--- config.mk ---
export PLATFORM = sky130hd
export DESIGN_NAME = flags_unit_flat
export DESIGN_NICKNAME = d
export VERILOG_FILES = /design/src/rtl/flags_pkg.sv /design/src/rtl/flags_if.sv /design/src/rtl/flags_capture_pipe.sv /design/src/rtl/flags_unit.sv /design/src/flat_wrapper.sv
export SDC_FILE = /design/constraint.sdc
export NUM_CORES = 1
export LEC_CHECK = 0
export ABC_AREA = 1
export BUFFER_PORTS_ARGS = -buffer_cell sky130_fd_sc_hd__buf_2
export CORE_MARGIN = 2
export CORE_UTILIZATION = 34
export DETAILED_ROUTE_END_ITERATION = 16
export SETUP_SLACK_MARGIN = 0.1
export SLEW_MARGIN = 25
export SYNTH_ARGS = -nofsm -noshare
export SYNTH_HDL_FRONTEND = slang
export SYNTH_SLANG_ARGS = --single-unit
--- constraint.sdc ---
create_clock -name CLKx4 -period 1.85 [get_ports CLKx4]
set_input_delay 0.37 -clock CLKx4 [delete_from_list [all_inputs] [get_ports CLKx4]]
set_output_delay 0.37 -clock CLKx4 [all_outputs]
set_load 0.02 [all_outputs]
--- src/rtl/flags_pkg.sv ---
// Shared constants and types for the 8088 FLAGS register.
// Bit positions, command codes and fixed/writable masks.
package flags_pkg;

  localparam int CF_BIT = 0;
  localparam int PF_BIT = 2;
  localparam int AF_BIT = 4;
  localparam int ZF_BIT = 6;
  localparam int SF_BIT = 7;
  localparam int TF_BIT = 8;
  localparam int IF_BIT = 9;
  localparam int DF_BIT = 10;
  localparam int OF_BIT = 11;

  localparam int M_CF = 0;
  localparam int M_PF = 1;
  localparam int M_AF = 2;
  localparam int M_ZF = 3;
  localparam int M_SF = 4;
  localparam int M_OF = 5;

  localparam logic [15:0] FLAGS_RESET = 16'hF002;
  localparam logic [15:0] FIXED_ONES  = 16'hF002;
  localparam logic [15:0] WR_MASK     = 16'h0FD5;
  localparam logic [15:0] SAHF_MASK   = 16'h00D5;

  typedef enum logic [3:0] {
    CMD_NONE = 4'd0,
    CMD_CLC  = 4'd1,
    CMD_STC  = 4'd2,
    CMD_CMC  = 4'd3,
    CMD_CLI  = 4'd4,
    CMD_STI  = 4'd5,
    CMD_CLD  = 4'd6,
    CMD_STD  = 4'd7,
    CMD_LOAD = 4'd8,
    CMD_SAHF = 4'd9
  } flag_cmd_e;

  typedef struct packed {
    logic       valid;
    logic [5:0] mask;
  } cap_stage_t;

  function automatic logic [15:0] spread6(
    input logic [5:0] v
  );
    logic [15:0] r;
    r         = '0;
    r[CF_BIT] = v[M_CF];
    r[PF_BIT] = v[M_PF];
    r[AF_BIT] = v[M_AF];
    r[ZF_BIT] = v[M_ZF];
    r[SF_BIT] = v[M_SF];
    r[OF_BIT] = v[M_OF];
    return r;
  endfunction

  function automatic logic [15:0] fix_flags(
    input logic [15:0] f
  );
    return (f & WR_MASK) | FIXED_ONES;
  endfunction

endpackage

--- src/rtl/flags_if.sv ---
// ALU/sequencer side signals of the FLAGS unit.
// master drives ALU results and commands; slave is the unit.
interface flags_if;
  logic        aluIssue;
  logic [5:0]  aluMask;
  logic        F_Overflow;
  logic        F_Neg;
  logic        F_Zero;
  logic        F_Aux;
  logic        F_Parity;
  logic        F_Carry;
  logic [3:0]  flagCmd;
  logic [15:0] flagData;
  logic [15:0] FLAGS;
  logic        carryOut;
  logic        carryHazard;
  logic        flagsPending;

  modport master (
    output aluIssue, aluMask,
    output F_Overflow, F_Neg, F_Zero,
    output F_Aux, F_Parity, F_Carry,
    output flagCmd, flagData,
    input  FLAGS, carryOut,
    input  carryHazard, flagsPending
  );

  modport slave (
    input  aluIssue, aluMask,
    input  F_Overflow, F_Neg, F_Zero,
    input  F_Aux, F_Parity, F_Carry,
    input  flagCmd, flagData,
    output FLAGS, carryOut,
    output carryHazard, flagsPending
  );
endinterface

--- src/rtl/flags_capture_pipe.sv ---
// Two-stage valid+mask shift register that tracks ALU flag latency.
// Stage 2 valid marks the edge where ALU flags are captured.
module flags_capture_pipe
  import flags_pkg::*;
(
  input  logic       clk,
  input  logic       rst_n,
  input  logic       issue_i,
  input  logic [5:0] mask_i,
  output logic       cap_o,
  output logic [5:0] cap_mask_o,
  output logic       hazard_o,
  output logic       pending_o
);

  cap_stage_t s1_q, s1_d;
  cap_stage_t s2_q, s2_d;

  always_comb begin
    s1_d.valid = issue_i & (|mask_i);
    s1_d.mask  = mask_i;
    s2_d       = s1_q;
  end

  always_ff @(posedge clk or negedge rst_n) begin
    if (!rst_n) begin
      s1_q <= '0;
      s2_q <= '0;
    end else begin
      s1_q <= s1_d;
      s2_q <= s2_d;
    end
  end

  assign cap_o      = s2_q.valid;
  assign cap_mask_o = s2_q.mask;
  assign hazard_o   = (s1_q.valid & s1_q.mask[M_CF])
                    | (s2_q.valid & s2_q.mask[M_CF]);
  assign pending_o  = s1_q.valid | s2_q.valid;

endmodule

--- src/rtl/flags_unit.sv ---
// Architectural FLAGS register: ALU capture, flag commands,
// and CF feedback with an in-flight carry hazard.
module flags_unit
  import flags_pkg::*;
(
  input  logic  CLKx4,
  input  logic  RESETn,
  flags_if.slave bus
);

  logic [15:0] flags_q, flags_d;
  logic        cap;
  logic [5:0]  cap_mask;
  logic [15:0] cap_bits;
  logic [15:0] cap_vals;
  logic [15:0] merged;
  logic [15:0] cmd_bits;
  logic [15:0] cmd_vals;
  logic [5:0]  alu_f;
  flag_cmd_e   cmd;

  flags_capture_pipe u_pipe (
    .clk        (CLKx4),
    .rst_n      (RESETn),
    .issue_i    (bus.aluIssue),
    .mask_i     (bus.aluMask),
    .cap_o      (cap),
    .cap_mask_o (cap_mask),
    .hazard_o   (bus.carryHazard),
    .pending_o  (bus.flagsPending)
  );

  assign alu_f = {bus.F_Overflow, bus.F_Neg,
                  bus.F_Zero, bus.F_Aux,
                  bus.F_Parity, bus.F_Carry};

  assign cap_bits = cap ? spread6(cap_mask) : '0;
  assign cap_vals = spread6(alu_f);
  assign merged   = (flags_q & ~cap_bits)
                  | (cap_vals & cap_bits);

  assign cmd = flag_cmd_e'(bus.flagCmd);

  always_comb begin
    cmd_bits = '0;
    cmd_vals = '0;
    unique case (1'b1)
      (cmd == CMD_CLC): begin
        cmd_bits[CF_BIT] = 1'b1;
      end
      (cmd == CMD_STC): begin
        cmd_bits[CF_BIT] = 1'b1;
        cmd_vals[CF_BIT] = 1'b1;
      end
      (cmd == CMD_CMC): begin
        cmd_bits[CF_BIT] = 1'b1;
        cmd_vals[CF_BIT] = ~flags_q[CF_BIT];
      end
      (cmd == CMD_CLI): begin
        cmd_bits[IF_BIT] = 1'b1;
      end
      (cmd == CMD_STI): begin
        cmd_bits[IF_BIT] = 1'b1;
        cmd_vals[IF_BIT] = 1'b1;
      end
      (cmd == CMD_CLD): begin
        cmd_bits[DF_BIT] = 1'b1;
      end
      (cmd == CMD_STD): begin
        cmd_bits[DF_BIT] = 1'b1;
        cmd_vals[DF_BIT] = 1'b1;
      end
      (cmd == CMD_LOAD): begin
        cmd_bits = WR_MASK;
        cmd_vals = bus.flagData;
      end
      (cmd == CMD_SAHF): begin
        cmd_bits = SAHF_MASK;
        cmd_vals = bus.flagData;
      end
      default: begin
        cmd_bits = '0;
      end
    endcase
  end

  // Command bits override the capture; fixed bits forced last
  assign flags_d = fix_flags((merged & ~cmd_bits)
                           | (cmd_vals & cmd_bits));

  always_ff @(posedge CLKx4 or negedge RESETn) begin
    if (!RESETn) begin
      flags_q <= FLAGS_RESET;
    end else begin
      flags_q <= flags_d;
    end
  end

  assign bus.FLAGS    = flags_q;
  assign bus.carryOut = flags_q[CF_BIT];

endmodule

--- src/flat_wrapper.sv ---
// flat-port wrapper written by rule: the top's interface ports become plain ports
module flags_unit_flat import flags_pkg::*;
  (CLKx4, RESETn, bus_aluIssue, bus_aluMask, bus_F_Overflow, bus_F_Neg, bus_F_Zero, bus_F_Aux, bus_F_Parity, bus_F_Carry, bus_flagCmd, bus_flagData, bus_FLAGS, bus_carryOut, bus_carryHazard, bus_flagsPending);
  flags_if bus_i ();
  input  logic CLKx4;
  input  logic RESETn;
  input wire logic [$bits(bus_i.aluIssue)-1:0] bus_aluIssue;
  input wire logic [$bits(bus_i.aluMask)-1:0] bus_aluMask;
  input wire logic [$bits(bus_i.F_Overflow)-1:0] bus_F_Overflow;
  input wire logic [$bits(bus_i.F_Neg)-1:0] bus_F_Neg;
  input wire logic [$bits(bus_i.F_Zero)-1:0] bus_F_Zero;
  input wire logic [$bits(bus_i.F_Aux)-1:0] bus_F_Aux;
  input wire logic [$bits(bus_i.F_Parity)-1:0] bus_F_Parity;
  input wire logic [$bits(bus_i.F_Carry)-1:0] bus_F_Carry;
  input wire logic [$bits(bus_i.flagCmd)-1:0] bus_flagCmd;
  input wire logic [$bits(bus_i.flagData)-1:0] bus_flagData;
  output wire logic [$bits(bus_i.FLAGS)-1:0] bus_FLAGS;
  output wire logic [$bits(bus_i.carryOut)-1:0] bus_carryOut;
  output wire logic [$bits(bus_i.carryHazard)-1:0] bus_carryHazard;
  output wire logic [$bits(bus_i.flagsPending)-1:0] bus_flagsPending;
  assign bus_i.aluIssue = bus_aluIssue;
  assign bus_i.aluMask = bus_aluMask;
  assign bus_i.F_Overflow = bus_F_Overflow;
  assign bus_i.F_Neg = bus_F_Neg;
  assign bus_i.F_Zero = bus_F_Zero;
  assign bus_i.F_Aux = bus_F_Aux;
  assign bus_i.F_Parity = bus_F_Parity;
  assign bus_i.F_Carry = bus_F_Carry;
  assign bus_i.flagCmd = bus_flagCmd;
  assign bus_i.flagData = bus_flagData;
  assign bus_FLAGS = bus_i.FLAGS;
  assign bus_carryOut = bus_i.carryOut;
  assign bus_carryHazard = bus_i.carryHazard;
  assign bus_flagsPending = bus_i.flagsPending;
  flags_unit u_core (.CLKx4(CLKx4), .RESETn(RESETn), .bus(bus_i));
endmodule
==> impl_metrics.tcl, run 1 <==
set metrics [dict create \
    status "finished clean" \
    cp_max_fo 8 \
    synthTopCellsByArea "dfrtp_1 56%, nand2_1 14%, buf_4 5.8%, nand3_1 4.8%, inv_1 3.3%" \
    cts_sinks 23 \
    clk_pin_slew_ns 0.12 \
    hold_buffers 0 \
    synth_area_um2 1030 \
    root_buffer "clkbuf_4" \
    drtIter0Drc 21 \
    seq_area_um2 576 \
    rrSetupSlack_ns 0.84 \
    power_density_nw_per_um2 821 \
    drv_slew 0 \
    ant_nets 0 \
    finalHoldViolCount 0 \
    syn2layout_area_growth_pct 20.3 \
    core_um2 2980 \
    p_leak_uw 0.000694 \
    rsz0062_at_grt "false" \
    hold_path.class "input port to async pin" \
    setup_tns_ns 0 \
    critPathArrivalTime_ns 1.26 \
    ys_top_cells_by_count "39 x nand2_1, 23 x dfrtp_1, 10 x nand3_1, 9 x inv_1, 9 x nor2_1" \
    startpoint_type "register" \
    worstSkewPairLatency_ns 0.30 \
    fin_nets 195 \
    grt_overflow 0 \
    fin_crit_sh_pct 87.9 \
    vias 840 \
    maxCapViolCount 0 \
    numCtsBuffers 3 \
    drive_above_1_share_pct 32.7 \
    avgSynthCellArea_um2 8.62 \
    post_cts_resized 0 \
    io_pins 54 \
    multi_input_area_um2 362 \
    drc 0 \
    ys_seq_elements 23 \
    die_w_um 59.2 \
    drt-total-wl_um 1870 \
    endpoint_kind "output pin" \
    grt.total_usage_pct 12.4 \
    ir_worst_vdd_uv 380 \
    netlist.area_leader.share_pct 55.6 \
    crit_type "register to output pin" \
    required_ns 1.48 \
    fill_cells 311 \
    cts_htree_levels 1 \
    die_y_um 59.2 \
    grt_max_degree 24 \
    hold_ws_ns 0.0104 \
    synthArstFlopShare_pct 100 \
    vias_per_cell 4.38 \
    max_freq_mhz 615 \
    cts_tree "done" \
    antenna_found_initial 0 \
    grt_first_pass_wirelength_um 3240 \
    hpwlAfterDp_um 1540 \
    finClkSkew_ns 0.00162 \
    cts_setup_buffers 0 \
    synth_edf_count 0 \
    synthDistinctLibCells 18 \
    antennaDiodeCount 0 \
    wl_per_cell_um 9.73 \
    clk_path_buf_depth 2 \
    initial_utilization_pct 34.7 \
    ys_seq_area_share_pct 55.6 \
    drt_pass1_iterations 4 \
    synth_most_common_cell "nand2_1" \
    die_area_um2 3500 \
    synth_ff_type "dfrtp_1" \
    rows 20 \
    port_buffers 39 \
    gp_congestion 0.773 \
    setup_violations 0 \
    syn_inst 120 \
    yosys_warnings 0 \
    yosysTopAreaCell "dfrtp_1" \
    fin_crit_ns 1.63 \
    first_global_vias 815 \
]
-- report_power, final --
| group | internal (µW) | switching [µW] | leakage (µW) |
|---|---|---|---|
| logic | 81.0 | 147 | 0.000407 |
| registers | 548 | 24.0 | 0.000272 |
| clock network | 84.0 | 137 | 0.0000150 |
| total | 713 | 308 | 0.000694 |
-- worst paths after layout --
check,from,endpoint,depth (start not counted)
min in group CLKx4,bus_aluMask[3],u_core.u_pipe.s1_q[3],1
max in group asynchronous,RESETn,async pin,1
min,RESETn,u_core.u_pipe.s1_q[1],1
min reg2reg,u_core.u_pipe.s1_q[2],u_core.u_pipe.cap_mask_o[2],0
max,u_core.u_pipe.cap_o,bus_flagsPending,2
max reg2reg,u_core.u_pipe.cap_o,register,5
-- critical path, stage by stage, from the launching register on --
cell     delay (ns)
dfrtp_1        0.48
or2_2          0.32
buf_2          0.16
-- per-layer routing --
metal,global-route usage (%),vias up,wire (µm)
met2,19.4,30,866
li1,-,436,-
met5,0,-,0
met3,3.71,2,138
met4,5.84,0,11
met1,15.7,372,852
-- final cells by class --
cell class | instances | share of cell area [%]
Sequential cell | 23 | 46.2
Multi-Input combinational cell | 81 | 29.0
Timing Repair Buffer | 39 | 15.7
Inverter | 12 | 3.62
Tap cell | 33 | 3.32
Clock buffer | 4 | 2.11
-- stage by stage --
stage	power [µW]	instances	instance area [µm²]	setup WS, ns	util (%)
after floorplan	735	125	1050	0.702	-
after CTS	1040	192	1240	0.197	41.8
after global routing	1100	192	1240	0.154	41.8
after global placement	809	188	1220	0.556	40.9
after detailed placement	814	188	1220	0.555	40.9
final	1020	192	1240	0.225	41.8
-- cell usage in the layout, fill, tap and decap left out, drive strengths merged --
cell type   n
a21oi       1
buf        39
clkbuf      4
conb        7
dfrtp      23
inv        12
nand2      41
nand3      10
nand4       1
nor2       13
o211ai      4
o21ai       3
or2         1
-- cell families (layout without fill, tap and decap cells) --
family | Yosys count | count (layout) | share of synthesized area [%]
AOI/OAI and AO/OA | 8 | 8 | 4.84
and+or+nand+nor | 66 | 66 | 27.6
buffers and inverters | 21 | 55 | 11.2
DFF | 23 | 23 | 55.6
other | 2 | 7 | 0.726
Note: power is estimated with default switching activity, not from simulation.
==> run 2, diff against run 1 <==
--- a/config.mk
+++ b/config.mk
@@ -9,8 +9,9 @@
 export BUFFER_PORTS_ARGS = -buffer_cell sky130_fd_sc_hd__buf_2
 export CORE_MARGIN = 2
 export CORE_UTILIZATION = 34
+export CTS_BUF_LIST = sky130_fd_sc_hd__clkbuf_2
 export DETAILED_ROUTE_END_ITERATION = 16
-export SETUP_SLACK_MARGIN = 0.1
+export SETUP_SLACK_MARGIN = 0.05
 export SLEW_MARGIN = 25
 export SYNTH_ARGS = -nofsm -noshare
 export SYNTH_HDL_FRONTEND = slang
==> run 2 against run 1 <==
Against the previous run: clock skew decreased by 0.00059 ns; total power fell by 2.3%; cell count is 0.52% higher; critical path type unchanged.
==> impl_metrics.tcl, run 2 (synthesis results as in run 1) <==
set metrics [dict create \
    status "finished clean" \
    antennaDiodeCount 0 \
    final_cell_mix "39 x nand2_1, 39 x buf_2, 23 x dfrtp_1" \
    startpoint_type "register" \
    grt_first_pass_wirelength_um 3250 \
    drtIter0Drc 13 \
    post_cts_resized 0 \
    hold_buffers 1 \
    slowest_delay_ns 0.50 \
    die_w_um 59.2 \
    wl_per_cell_um 9.66 \
    power_density_nw_per_um2 799 \
    finClkSkew_ns 0.00103 \
    p_leak_uw 0.000700 \
    drc 0 \
    numCtsBuffers 3 \
    drt_pass1_iterations 4 \
    finalHoldViolCount 0 \
    drv_slew 0 \
    clk_pin_slew_ns 0.20 \
    drive_above_1_share_pct 33.1 \
    critPathTopFamily "flip-flops" \
    endpoint_kind "output pin" \
    cts_tree "done" \
    setup_tns_ns 0 \
    syn2layout_area_growth_pct 20.7 \
    antenna_found_initial 0 \
    io_pins 54 \
    root_buffer "clkbuf_2" \
    crit_type "register to output pin" \
    core_um2 2980 \
    worstSkewPairLatency_ns 0.31 \
    maxCapViolCount 0 \
    grt_max_degree 24 \
    setup_violations 0 \
    vias 849 \
    port_buffers 39 \
    ant_nets 0 \
    cts_setup_buffers 0 \
    required_ns 1.48 \
    drt-total-wl_um 1870 \
    clk_path_buf_depth 2 \
    ir_worst_vdd_uv 367 \
    cts_sinks 23 \
    cp_num_buf_inv 1 \
    first_global_vias 814 \
    hold_path.class "input port to register" \
    setup_slack_ns 0.188 \
    dp_slack_ns 0.555 \
    gp_congestion 0.773 \
    critPathArrivalTime_ns 1.29 \
    cts_htree_levels 1 \
    rsz0062_at_grt "false" \
    die_y_um 59.2 \
    cpMaxStageDelayCell "dfrtp_1" \
    multi_input_area_um2 362 \
    max_freq_mhz 602 \
    fill_cells 310 \
    die_area_um2 3500 \
    initial_utilization_pct 34.7 \
    vias_per_cell 4.40 \
    fin_crit_ns 1.66 \
    crit_chain "or2_2 > buf_2" \
    seq_area_um2 576 \
    hpwlAfterDp_um 1540 \
    fin_crit_sh_pct 89.8 \
    grt_overflow 0 \
    rows 20 \
    fin_nets 196 \
    grt.total_usage_pct 12.3 \
    cp_max_fo 8 \
]
run 2: changes by cell type in the layout (fill, tap and decap cells not counted), sizes merged:
cell | before | now
dlygate4sd3 | 0 | 1
run 2: area by class of cell:
type / count / share of cell area (%)
Inverter: 12 / 3.61
Timing Repair Buffer: 40 / 16.4
Tap cell: 33 / 3.31
Multi-Input combinational cell: 81 / 29.0
Sequential cell: 23 / 46.1
Clock buffer: 4 / 1.60
run 2: final timing paths:
| check | depth (start not counted) | start | endpoint | slack (ns) |
|---|---|---|---|---|
| worst max-delay path | 2 | u_core.u_pipe.cap_o | bus_flagsPending | 0.19 |
| worst min-delay path | 1 | bus_aluMask[3] | u_core.u_pipe.s1_q[3] | 0.15 |
| worst max register to register | 5 | u_core.u_pipe.cap_o | register | 0.83 |
| worst min register to register | 0 | u_core.u_pipe.s1_q[2] | u_core.u_pipe.cap_mask_o[2] | 0.37 |
| max in group asynchronous | 2 | RESETn | async pin | 1.02 |
| min in group asynchronous | 2 | RESETn | u_core.u_pipe.s1_q[2] | 0.51 |
run 2: report_power, final:
part,switching (µW),internal (µW),total (µW)
Combinational,147,82.4,229
Clock,139,57.2,196
Sequential,24.0,549,573
run 2: routing by layer:
layer / part of all wire [%] / global-route usage, %
met1: 46 / 16.1
met5: 0 / 0
met2: 46 / 19.2
met4: 0.43 / 4.87
met3: 7.5 / 3.71
run 2: worst reg2reg max path, stage by stage (launching register included):
cell	delay, ns
dfrtp_1	0.50
nand2_1	0.13
o21ai_0	0.17
inv_1	0.05
nand2_1	0.06
nand2_1	0.04
run 2: per-stage QoR:
step / hold WS [ns] / total power [µW] / cells / utilization (%) / cell area (µm²)
after detailed placement: 0.335 / 814 / 188 / 40.9 / 1220
final: 0.155 / 998 / 193 / 41.9 / 1250
after floorplan: 0.0744 / 735 / 125 / - / 1050
after global routing: 0.109 / 1070 / 193 / 41.9 / 1250
after CTS: 0.126 / 1010 / 193 / 41.9 / 1250
after global placement: 0.335 / 809 / 188 / 40.9 / 1220
